`src/rtl/accum_calc.sv`:
```
// accum_calc: accumulator calculator with single-cycle ALU ops and
// multi-cycle shift-add multiply / restoring divide.
//
// Ports:
//   clk      system clock, all state changes on the rising edge
//   rst      synchronous active-high reset
//   operand  B operand for the current command
//   op       command: LOAD, ADD, SUB, AND, OR, XOR, MUL, DIV
//   start    command strobe, honoured only while idle
//   acc      accumulator (A operand and result)
//   busy     high while MUL/DIV iterates
//   done     one-cycle completion pulse
//   zero, carry, ovf, err   registered status flags
module accum_calc #(
    parameter int WIDTH = 8
) (
    input  logic             clk,
    input  logic             rst,
    input  logic [WIDTH-1:0] operand,
    input  logic [2:0]       op,
    input  logic             start,
    output logic [WIDTH-1:0] acc,
    output logic             busy,
    output logic             done,
    output logic             zero,
    output logic             carry,
    output logic             ovf,
    output logic             err
);

    typedef enum logic [1:0] {IDLE, MUL, DIV} state_t;
    typedef enum logic [2:0] {
        OP_LOAD, OP_ADD, OP_SUB, OP_AND, OP_OR, OP_XOR, OP_MUL, OP_DIV
    } op_t;

    localparam logic [4:0] LAST = 5'(WIDTH - 1);

    state_t           state;
    op_t              opc;
    logic [4:0]       cnt;
    // hi/lo form the shared {upper, lower} working pair:
    //   MUL: hi = partial product high half, lo = multiplier shifting out
    //   DIV: hi = partial remainder, lo = dividend shifting out / quotient in
    logic [WIDTH-1:0] hi, lo;
    // MUL: multiplicand; DIV: divisor
    logic [WIDTH-1:0] breg;

    logic [WIDTH:0]   add_full, sub_full;
    logic [WIDTH-1:0] alu_res;
    logic             alu_c, alu_v;

    logic [WIDTH:0]   mul_sum;
    logic [WIDTH-1:0] mul_hi_n, mul_lo_n;
    logic [WIDTH:0]   div_rs;
    logic [WIDTH-1:0] div_diff, div_hi_n, div_lo_n;
    logic             div_ge;

    assign opc = op_t'(op);

    always_comb begin
        add_full = {1'b0, acc} + {1'b0, operand};
        sub_full = {1'b0, acc} - {1'b0, operand};
        alu_res  = acc;
        alu_c    = 1'b0;
        alu_v    = 1'b0;
        case (opc)
            OP_LOAD: alu_res = operand;
            OP_ADD: begin
                alu_res = add_full[WIDTH-1:0];
                alu_c   = add_full[WIDTH];
                alu_v   = (acc[WIDTH-1] == operand[WIDTH-1]) &&
                          (add_full[WIDTH-1] != acc[WIDTH-1]);
            end
            OP_SUB: begin
                alu_res = sub_full[WIDTH-1:0];
                alu_c   = sub_full[WIDTH];
                alu_v   = (acc[WIDTH-1] != operand[WIDTH-1]) &&
                          (sub_full[WIDTH-1] != acc[WIDTH-1]);
            end
            OP_AND:  alu_res = acc & operand;
            OP_OR:   alu_res = acc | operand;
            OP_XOR:  alu_res = acc ^ operand;
            default: alu_res = acc;
        endcase
    end

    // One shift-add step: add multiplicand if the current multiplier bit is
    // set, then shift the {carry, hi, lo} pair right by one.
    always_comb begin
        mul_sum  = {1'b0, hi} + (lo[0] ? {1'b0, breg} : '0);
        mul_hi_n = mul_sum[WIDTH:1];
        mul_lo_n = {mul_sum[0], lo[WIDTH-1:1]};
    end

    // One restoring step: shift the next dividend bit into the remainder and
    // subtract the divisor when it fits. The remainder stays below the divisor,
    // so the low WIDTH bits of the difference are exact whenever div_ge is set.
    always_comb begin
        div_rs   = {hi, lo[WIDTH-1]};
        div_ge   = (div_rs >= {1'b0, breg});
        div_diff = div_rs[WIDTH-1:0] - breg;
        div_hi_n = div_ge ? div_diff : div_rs[WIDTH-1:0];
        div_lo_n = {lo[WIDTH-2:0], div_ge};
    end

    always_ff @(posedge clk) begin
        if (rst) begin
            state <= IDLE;
            acc   <= '0;
            busy  <= 1'b0;
            done  <= 1'b0;
            zero  <= 1'b1;
            carry <= 1'b0;
            ovf   <= 1'b0;
            err   <= 1'b0;
            cnt   <= '0;
            hi    <= '0;
            lo    <= '0;
            breg  <= '0;
        end else begin
            done <= 1'b0;
            case (state)
                IDLE: begin
                    if (start) begin
                        cnt <= '0;
                        hi  <= '0;
                        if (opc == OP_MUL) begin
                            state <= MUL;
                            busy  <= 1'b1;
                            breg  <= acc;
                            lo    <= operand;
                        end else if (opc == OP_DIV) begin
                            if (operand == '0) begin
                                err   <= 1'b1;
                                carry <= 1'b0;
                                ovf   <= 1'b0;
                                done  <= 1'b1;
                            end else begin
                                state <= DIV;
                                busy  <= 1'b1;
                                breg  <= operand;
                                lo    <= acc;
                            end
                        end else begin
                            acc   <= alu_res;
                            carry <= alu_c;
                            ovf   <= alu_v;
                            zero  <= (alu_res == '0);
                            err   <= 1'b0;
                            done  <= 1'b1;
                        end
                    end
                end
                MUL: begin
                    hi  <= mul_hi_n;
                    lo  <= mul_lo_n;
                    cnt <= cnt + 5'd1;
                    if (cnt == LAST) begin
                        state <= IDLE;
                        busy  <= 1'b0;
                        done  <= 1'b1;
                        acc   <= mul_lo_n;
                        carry <= |mul_hi_n;
                        ovf   <= 1'b0;
                        err   <= 1'b0;
                        zero  <= (mul_lo_n == '0);
                    end
                end
                DIV: begin
                    hi  <= div_hi_n;
                    lo  <= div_lo_n;
                    cnt <= cnt + 5'd1;
                    if (cnt == LAST) begin
                        state <= IDLE;
                        busy  <= 1'b0;
                        done  <= 1'b1;
                        acc   <= div_lo_n;
                        carry <= 1'b0;
                        ovf   <= 1'b0;
                        err   <= 1'b0;
                        zero  <= (div_lo_n == '0);
                    end
                end
                default: state <= IDLE;
            endcase
        end
    end

endmodule

```
`config.mk`:
```
export PLATFORM = sky130hd
export DESIGN_NAME = accum_calc
export DESIGN_NICKNAME = d
export VERILOG_FILES = /design/src/rtl/accum_calc.sv
export SDC_FILE = /design/constraint.sdc
export NUM_CORES = 1
export LEC_CHECK = 0
export BUFFER_PORTS_ARGS = -buffer_cell sky130_fd_sc_hd__buf_2
export CORE_MARGIN = 8
export CORE_UTILIZATION = 60
export DETAILED_ROUTE_END_ITERATION = 10
export PLACE_DENSITY = 0.79
export SYNTH_ARGS = -nofsm -noshare
export SYNTH_HDL_FRONTEND = slang
export SYNTH_SLANG_ARGS = --single-unit
export TNS_END_PERCENT = 30
```
`constraint.sdc`:
```
create_clock -name clk -period 2.7 [get_ports clk]
set_input_delay 0.135 -clock clk [delete_from_list [all_inputs] [get_ports clk]]
set_output_delay 0.135 -clock clk [all_outputs]
set_load 0.02 [all_outputs]
```
==> results of run 1 <==
through the flow:
step	utilization	total power, mW	setup TNS, ns	setup slack, ns
global route	0.681	2.97	-0.0196	-0.0196
global placement	0.663	2.29	0	0.107
CTS	0.677	2.75	0	0.0234
floorplan	-	1.87	0	0.144
finish	0.681	2.78	0	0.0842
detailed placement	0.663	2.31	-0.0408	-0.0408
per-layer routing:
layer / track usage / up-vias / share of wire
met5: 0 / - / 0
met4: 0.0497 / 0 / 0.014
met3: 0.0436 / 18 / 0.091
met2: 0.388 / 209 / 0.43
met1: 0.367 / 2219 / 0.46
li1: - / 2282 / -
cells by family (layout without fill, tap and decap cells):
family | Yosys count | in the layout | share of synthesized area
mux | 4 | 4 | 0.00927
simple gates | 201 | 201 | 0.212
xor+xnor | 8 | 8 | 0.0157
fa+ha+maj | 49 | 49 | 0.144
buf+inv | 82 | 115 | 0.0790
flops | 45 | 45 | 0.202
compound gates | 218 | 218 | 0.337
power by group through the flow:
stage | clock network [mW] | logic (mW) | registers (mW)
3_5_place_dp | 0 | 1.50 | 0.817
2_1_floorplan | 0 | 0.992 | 0.882
6_report | 0.428 | 1.54 | 0.804
3_3_place_gp | 0 | 1.48 | 0.814
5_1_grt | 0.463 | 1.69 | 0.816
4_1_cts | 0.439 | 1.51 | 0.802
synthesized netlist by cell type (3+ instances only):
master	n	area, sq um
nor2_1	84	315
a21oi_1	75	375
inv_1	47	176
dfxtp_1	45	901
ha_1	45	563
nand2_1	43	161
o21ai_0	23	115
a211oi_1	18	135
buf_2	16	80.1
nand3_1	14	70.1
o211ai_1	14	105
clkbuf_1	13	48.8
nor2b_1	10	62.6
nor3_1	10	50.1
a221o_1	8	80.1
o22ai_1	8	50.1
a21o_1	7	52.6
o21a_1	7	52.6
a22oi_1	6	45.0
nor4_1	6	37.5
or3_1	6	37.5
a221oi_1	5	43.8
o31a_1	5	43.8
xor2_1	5	43.8
and2_1	4	25.0
fa_1	4	80.1
a311oi_1	3	26.3
mux2i_1	3	30.0
nand2b_1	3	18.8
nand4_1	3	18.8
nor4b_1	3	26.3
o21ai_1	3	15.0
o41ai_1	3	26.3
xnor2_1	3	26.3
worst register-to-register path, delay by kind of cell, from the launching register on:
family,cells,cell delay (ns)
fa+ha+maj,1,0.33
buf+inv,1,0.21
compound gates,5,1.24
simple gates,3,0.38
flops,1,0.34
registers in the layout, summed over array words and instances (netlist names):
| register | count |
|---|---|
| busy | 1 |
| zero | 1 |
| hi | 8 |
| ovf | 1 |
| cnt | 5 |
| acc | 8 |
| state | 2 |
| breg | 8 |
| done | 1 |
| lo | 8 |
| err | 1 |
| carry | 1 |
layout make-up:
cell class | instances | area share
sequential | 45 | 0.184
timing repair buffer | 60 | 0.0779
clock inverter | 3 | 0.00458
multi-input combinational | 480 | 0.658
inverter | 47 | 0.0359
tap | 99 | 0.0252
clock buffer | 5 | 0.0140
worst min path at each step:
stage | startpoint | end | depth (start not counted)
2_1_floorplan | start | ovf | 4
3_3_place_gp | ovf | ovf | 2
3_5_place_dp | ovf | ovf | 2
4_1_cts | start | ovf | 5
5_1_grt | start | ovf | 5
6_report | start | ovf | 5
what timing repair did:
item | in CTS | in global routing
gates resized for setup | 1 | 9
pin swaps | 0 | 2
setup endpoints to repair | 1 | 4
==> results.md, run 1 <==
* R2r endpoint: carry
* Final Net Count at 702
* Via/cell ratio at 6.40
* Critical Path Fanout Max at 7
* Root Driver: clkbuf_8
* Initial Utilization at 0.617
* Die area at 10400 sq um
* Hold crit path type: in2reg
* Post-DP Area at 4790 sq um
* #FFs+latches synth at 45
* Crit-path slowest cell: o41ai_2
* Final hold viol count at 0
* Post-DRT Antenna Nets at 0
* Routed wire length at 13.0 mm
* Crit share post-route at 0.969
* CTS clk-pin slew, worst paths at 0.09 ns
* Fin area at 4910 sq um
* Stages on the worst setup path at 10
* Number of synthesized flops with an enable pin at 0
* Buffers & Inverters on Critical Path at 1
* DRT iter0 DRCs at 317
* Pleak at 2.08 nW
* Die width at 102 um
* Final std cells w/o fill at 739
* Multi-input gate area at 3230 sq um
* Gr usage total at 0.255
* CP delay by family, top: compound AO/OA/AOI/OAI gates
* R2R Setup Slk at 0.08 ns
* Final Slew Violations at 0
* WP data required at 2.87 ns
* Cell count after synthesis at 607
* Synth Cell Area at 4450 sq um
* Commonest non-fill, non-tap cell in the layout: nor2_1
* Post-Syn Nets at 670
* I/O pins at 28
* CP Launch Type: flop
* RSZ-0062 raised after global routing: true
* Crit path to: carry
* Rows at 31
* Gpl congestion at 0.957
* Internal power at 1.52 mW
* Avg Cell Area, Syn at 7.33 sq um
* Htree depth at 2
* Drt wl/cell at 17.6 um
* Filler instances at 677
* HPWL Detailed at 10.0 mm
* Final setup vio count at 0
* Main flop type after synthesis: dfxtp_1
* FF-to-FF Start: lo[0]
* Clock buffer depth at 2
* Max IR drop VDD at 0.393 mV
* Worst skew pair latency at 0.30 ns
* Synth-to-Final Area Change at 10.3%
* Worst setup EP type: flop
* Clock buffer count from CTS at 5
* Antenna violations before repair at 0
* Top achievable clock speed at 382 MHz
* Layout cells sized above 1 at 0.144
* Critical Path Start: lo[0]
* Tmin final at 2.62 ns
* Ys Warns at 0
* Largest net degree at the start of global routing at 32
* Most used cell, CP: o31a_1
* Type of the worst setup path: reg2reg
* Slew headroom at 0.544
* CTS Hold Buffers Added at 0
* Max Cap Viol at 0
* FF-to-FF path depth at 10
* Post-route DRC at 0
* Sequential cell area at 903 sq um
* CP max stage delay at 0.35 ns
* CTS Sinks at 45
* Comb power frac at 0.556
* Number of global-route vias before repair at 4398
* Total grt overflow at 0
* Outcome: complete, no violations
* Fin Clk Skew at 0.00699 ns
* Worst-Margin Slew at 0.685 ns
* Sequential Power Share at 0.290
* Critical path arrival at 2.78 ns
* Post-CTS setup repair buffer count at 0
* Netlist cell types at 74
* Sw frac at 0.451
* Clk pwr share at 0.154
* Hold slack at 0.258 ns
* # diodes at 0
* Total iterations of the first detailed-routing run at 5
* Async SR Flop Fraction at 0
* TritonCTS clock tree: built
* P_sw at 1.25 mW
* Crit-path cells: inv_1 -> nor2_1 -> ha_1 -> nor2b_2 -> o31a_1 -> o31a_1 -> o21ai_0 -> nand2b_1 -> o41ai_2 -> a311oi_1
* Port Buffers at 27
* First-pass GRT wire length at 21.6 mm
* Cell Pwr Density at 565 nW/um^2
* Commonest non-fill, non-tap cells in the layout: 83 x nor2_1, 75 x a21oi_1, 47 x inv_1
* Die Ht at 102 um
* Sequential-to-total area share from yosys stat at 0.202
* Placed insts at 731
* Total vias in the final route at 4728
* Core Area at 7210 sq um
(Power assumes the default switching activity.)
==> inputs of run 2 (changes only) <==
Settings changed: CELL_PAD_IN_SITES_DETAIL_PLACEMENT set to 0, CELL_PAD_IN_SITES_GLOBAL_PLACEMENT set to 1, CORE_ASPECT_RATIO set to 1.2, CORE_UTILIZATION 60 to 46, PLACE_DENSITY 0.79 to unset, PLACE_DENSITY_LB_ADDON set to 0.1.
==> run 2 against run 1 <==
Against the previous run:
- flip-flop and latch count unchanged
- final cell count increased by 3.5%
- via count decreased by 2.0%
- first-iteration DRC count decreased by 4.7%
- power increased by 9.3%
- combinational power increased by 3%
- global-route usage decreased by 4.3 points
- critical endpoint unchanged
==> results.md, run 2 (synthesis gave the netlist of run 1 again) <==
* Max Cap Viol at 0 (unchanged)
* Fin area at 5040 sq um (was 4910 sq um)
* Fin Clk Skew at 0.00686 ns (was 0.00699 ns)
* Synth-to-Final Area Change at 13.1% (was 10.3%)
* Crit-path cells: and2_1 -> ha_1 -> inv_1 -> fa_2 -> nor2b_2 -> o31a_1 -> buf_4 -> o21ai_1 -> a21oi_1 -> or4_1 -> o41ai_2 -> a311oi_1 (was inv_1 -> nor2_1 -> ha_1 -> nor2b_2 -> o31a_1 -> o31a_1 -> o21ai_0 -> nand2b_1 -> o41ai_2 -> a311oi_1)
* Rows at 39 (was 31)
* Number of global-route vias before repair at 4597 (was 4398)
* CTS Sinks at 45 (unchanged)
* # diodes at 0 (unchanged)
* Hold crit path type: in2reg (unchanged)
* TritonCTS clock tree: built (unchanged)
* RSZ-0062 raised after global routing: true (unchanged)
* Post-route DRC at 0 (unchanged)
* Clock buffer depth at 2 (unchanged)
* Placed insts at 756 (was 731)
* Outcome: complete, no violations (unchanged)
* Largest net degree at the start of global routing at 33 (was 32)
* Gpl congestion at 0.987 (was 0.957)
* Worst-Margin Slew at 0.581 ns (was 0.685 ns)
* Critical Path Fanout Max at 4 (was 7)
* Root Driver: clkbuf_16 (was clkbuf_8)
* Drt wl/cell at 18.3 um (was 17.6 um)
* Die width at 106 um (was 102 um)
* Htree depth at 2 (unchanged)
* Core Area at 9470 sq um (was 7210 sq um)
* Final Slew Violations at 0 (unchanged)
* Max IR drop VDD at 0.290 mV (was 0.393 mV)
* Post-DRT Antenna Nets at 0 (unchanged)
* Setup_tns at 0 ns (unchanged)
* Layout cells sized above 1 at 0.146 (was 0.144)
* Pleak at 2.13 nW (was 2.08 nW)
* Routed wire length at 14.0 mm (was 13.0 mm)
* Total vias in the final route at 4632 (was 4728)
* Initial Utilization at 0.470 (was 0.617)
* Commonest non-fill, non-tap cell in the layout: nor2_1 (unchanged)
* HPWL Detailed at 11.0 mm (was 10.0 mm)
* First-pass GRT wire length at 22.7 mm (was 21.6 mm)
* Worst setup EP type: flop (unchanged)
* CTS Hold Buffers Added at 0 (unchanged)
* Crit-path slowest cell: or4_1 (was o41ai_2)
* I/O pins at 28 (unchanged)
* Total iterations of the first detailed-routing run at 5 (unchanged)
* Crit share post-route at 0.958 (was 0.969)
* DRT iter0 DRCs at 302 (was 317)
* Final hold viol count at 0 (unchanged)
* Tmin final at 2.59 ns (was 2.62 ns)
* CTS clk-pin slew, worst paths at 0.07 ns (was 0.09 ns)
* Clock buffer count from CTS at 5 (unchanged)
* Total grt overflow at 0 (unchanged)
* Antenna violations before repair at 0 (unchanged)
* Final setup vio count at 0 (unchanged)
* Final std cells w/o fill at 765 (was 739)
* Type of the worst setup path: reg2reg (unchanged)
* Critical path arrival at 2.75 ns (was 2.78 ns)
* CP max stage delay at 0.42 ns (was 0.35 ns)
* CP Launch Type: flop (unchanged)
* Worst skew pair latency at 0.29 ns (was 0.30 ns)
* Slew headroom at 0.612 (was 0.544)
* Die area at 13100 sq um (was 10400 sq um)
* Die Ht at 124 um (was 102 um)
* Gr usage total at 0.212 (was 0.255)
* Post-DP Area at 4840 sq um (was 4790 sq um)
* Via/cell ratio at 6.05 (was 6.40)
* Commonest non-fill, non-tap cells in the layout: 83 x nor2_1, 75 x a21oi_1, 46 x inv_1 (was 83 x nor2_1, 75 x a21oi_1, 47 x inv_1)
* Port Buffers at 27 (unchanged)
* WP data required at 2.86 ns (was 2.87 ns)
* Cell Pwr Density at 602 nW/um^2 (was 565 nW/um^2)
* Hold slack at 0.219 ns (was 0.258 ns)
* Top achievable clock speed at 387 MHz (was 382 MHz)
* Final Net Count at 704 (was 702)
## run 2: cell types whose count changed in the layout (fill, tap and decap cells not counted), sizes merged
cell / before / now
clkinv: 3 / 2
buf: 60 / 62
clkbuf: 5 / 6
## run 2: what timing repair did
item	CTS	global route
setup buffers	0	1
resized for setup	0	10
setup endpoints to repair	0	3
## run 2: power by group
part	leakage [nW]	switching (mW)	internal, mW
combinational	1.69	0.967	0.609
sequential	0.367	0.0678	0.742
clock	0.0768	0.277	0.369
total	2.13	1.31	1.72
## run 2: path summary, 6_finish.rpt
kind	start	to	slack, ns	depth (start not counted)
min	rst	hi[2]	0.22	2
min reg2reg	ovf	ovf	0.45	2
max reg2reg	lo[0]	carry	0.11	12
max	lo[0]	carry	0.11	12
## run 2: critical path: cells and delay by family, from the launching register on
family | cells | cell delay, ns
simple gates | 3 | 0.63
buf+inv | 2 | 0.22
compound gates | 5 | 0.84
fa+ha+maj | 2 | 0.43
flops | 1 | 0.34
## run 2: cell type report
cell class	instances	area (sq um)
Timing Repair Buffer	62	410
Sequential cell	45	902
Clock buffer	6	139
Inverter	47	176
Fill cell	991	4430
Tap cell	123	154
Clock inverter	2	13.8
Multi-Input combinational cell	480	3240
## run 2: metrics by stage
stage / setup WS (ns) / util / power, mW
5_1_grt: -0.0784 / 0.532 / 3.21
2_1_floorplan: 0.144 / - / 1.87
3_5_place_dp: 0.0379 / 0.511 / 2.36
6_report: 0.114 / 0.532 / 3.03
3_3_place_gp: 0.107 / 0.511 / 2.34
4_1_cts: 0.00804 / 0.527 / 3.01
## run 2: layer usage
layer	GRT usage	vias up	routed length (um)
met4	0.0934	0	411
met3	0.0192	27	408
met5	0	-	0
met1	0.242	2218	5980
li1	-	2285	-
met2	0.394	102	7180
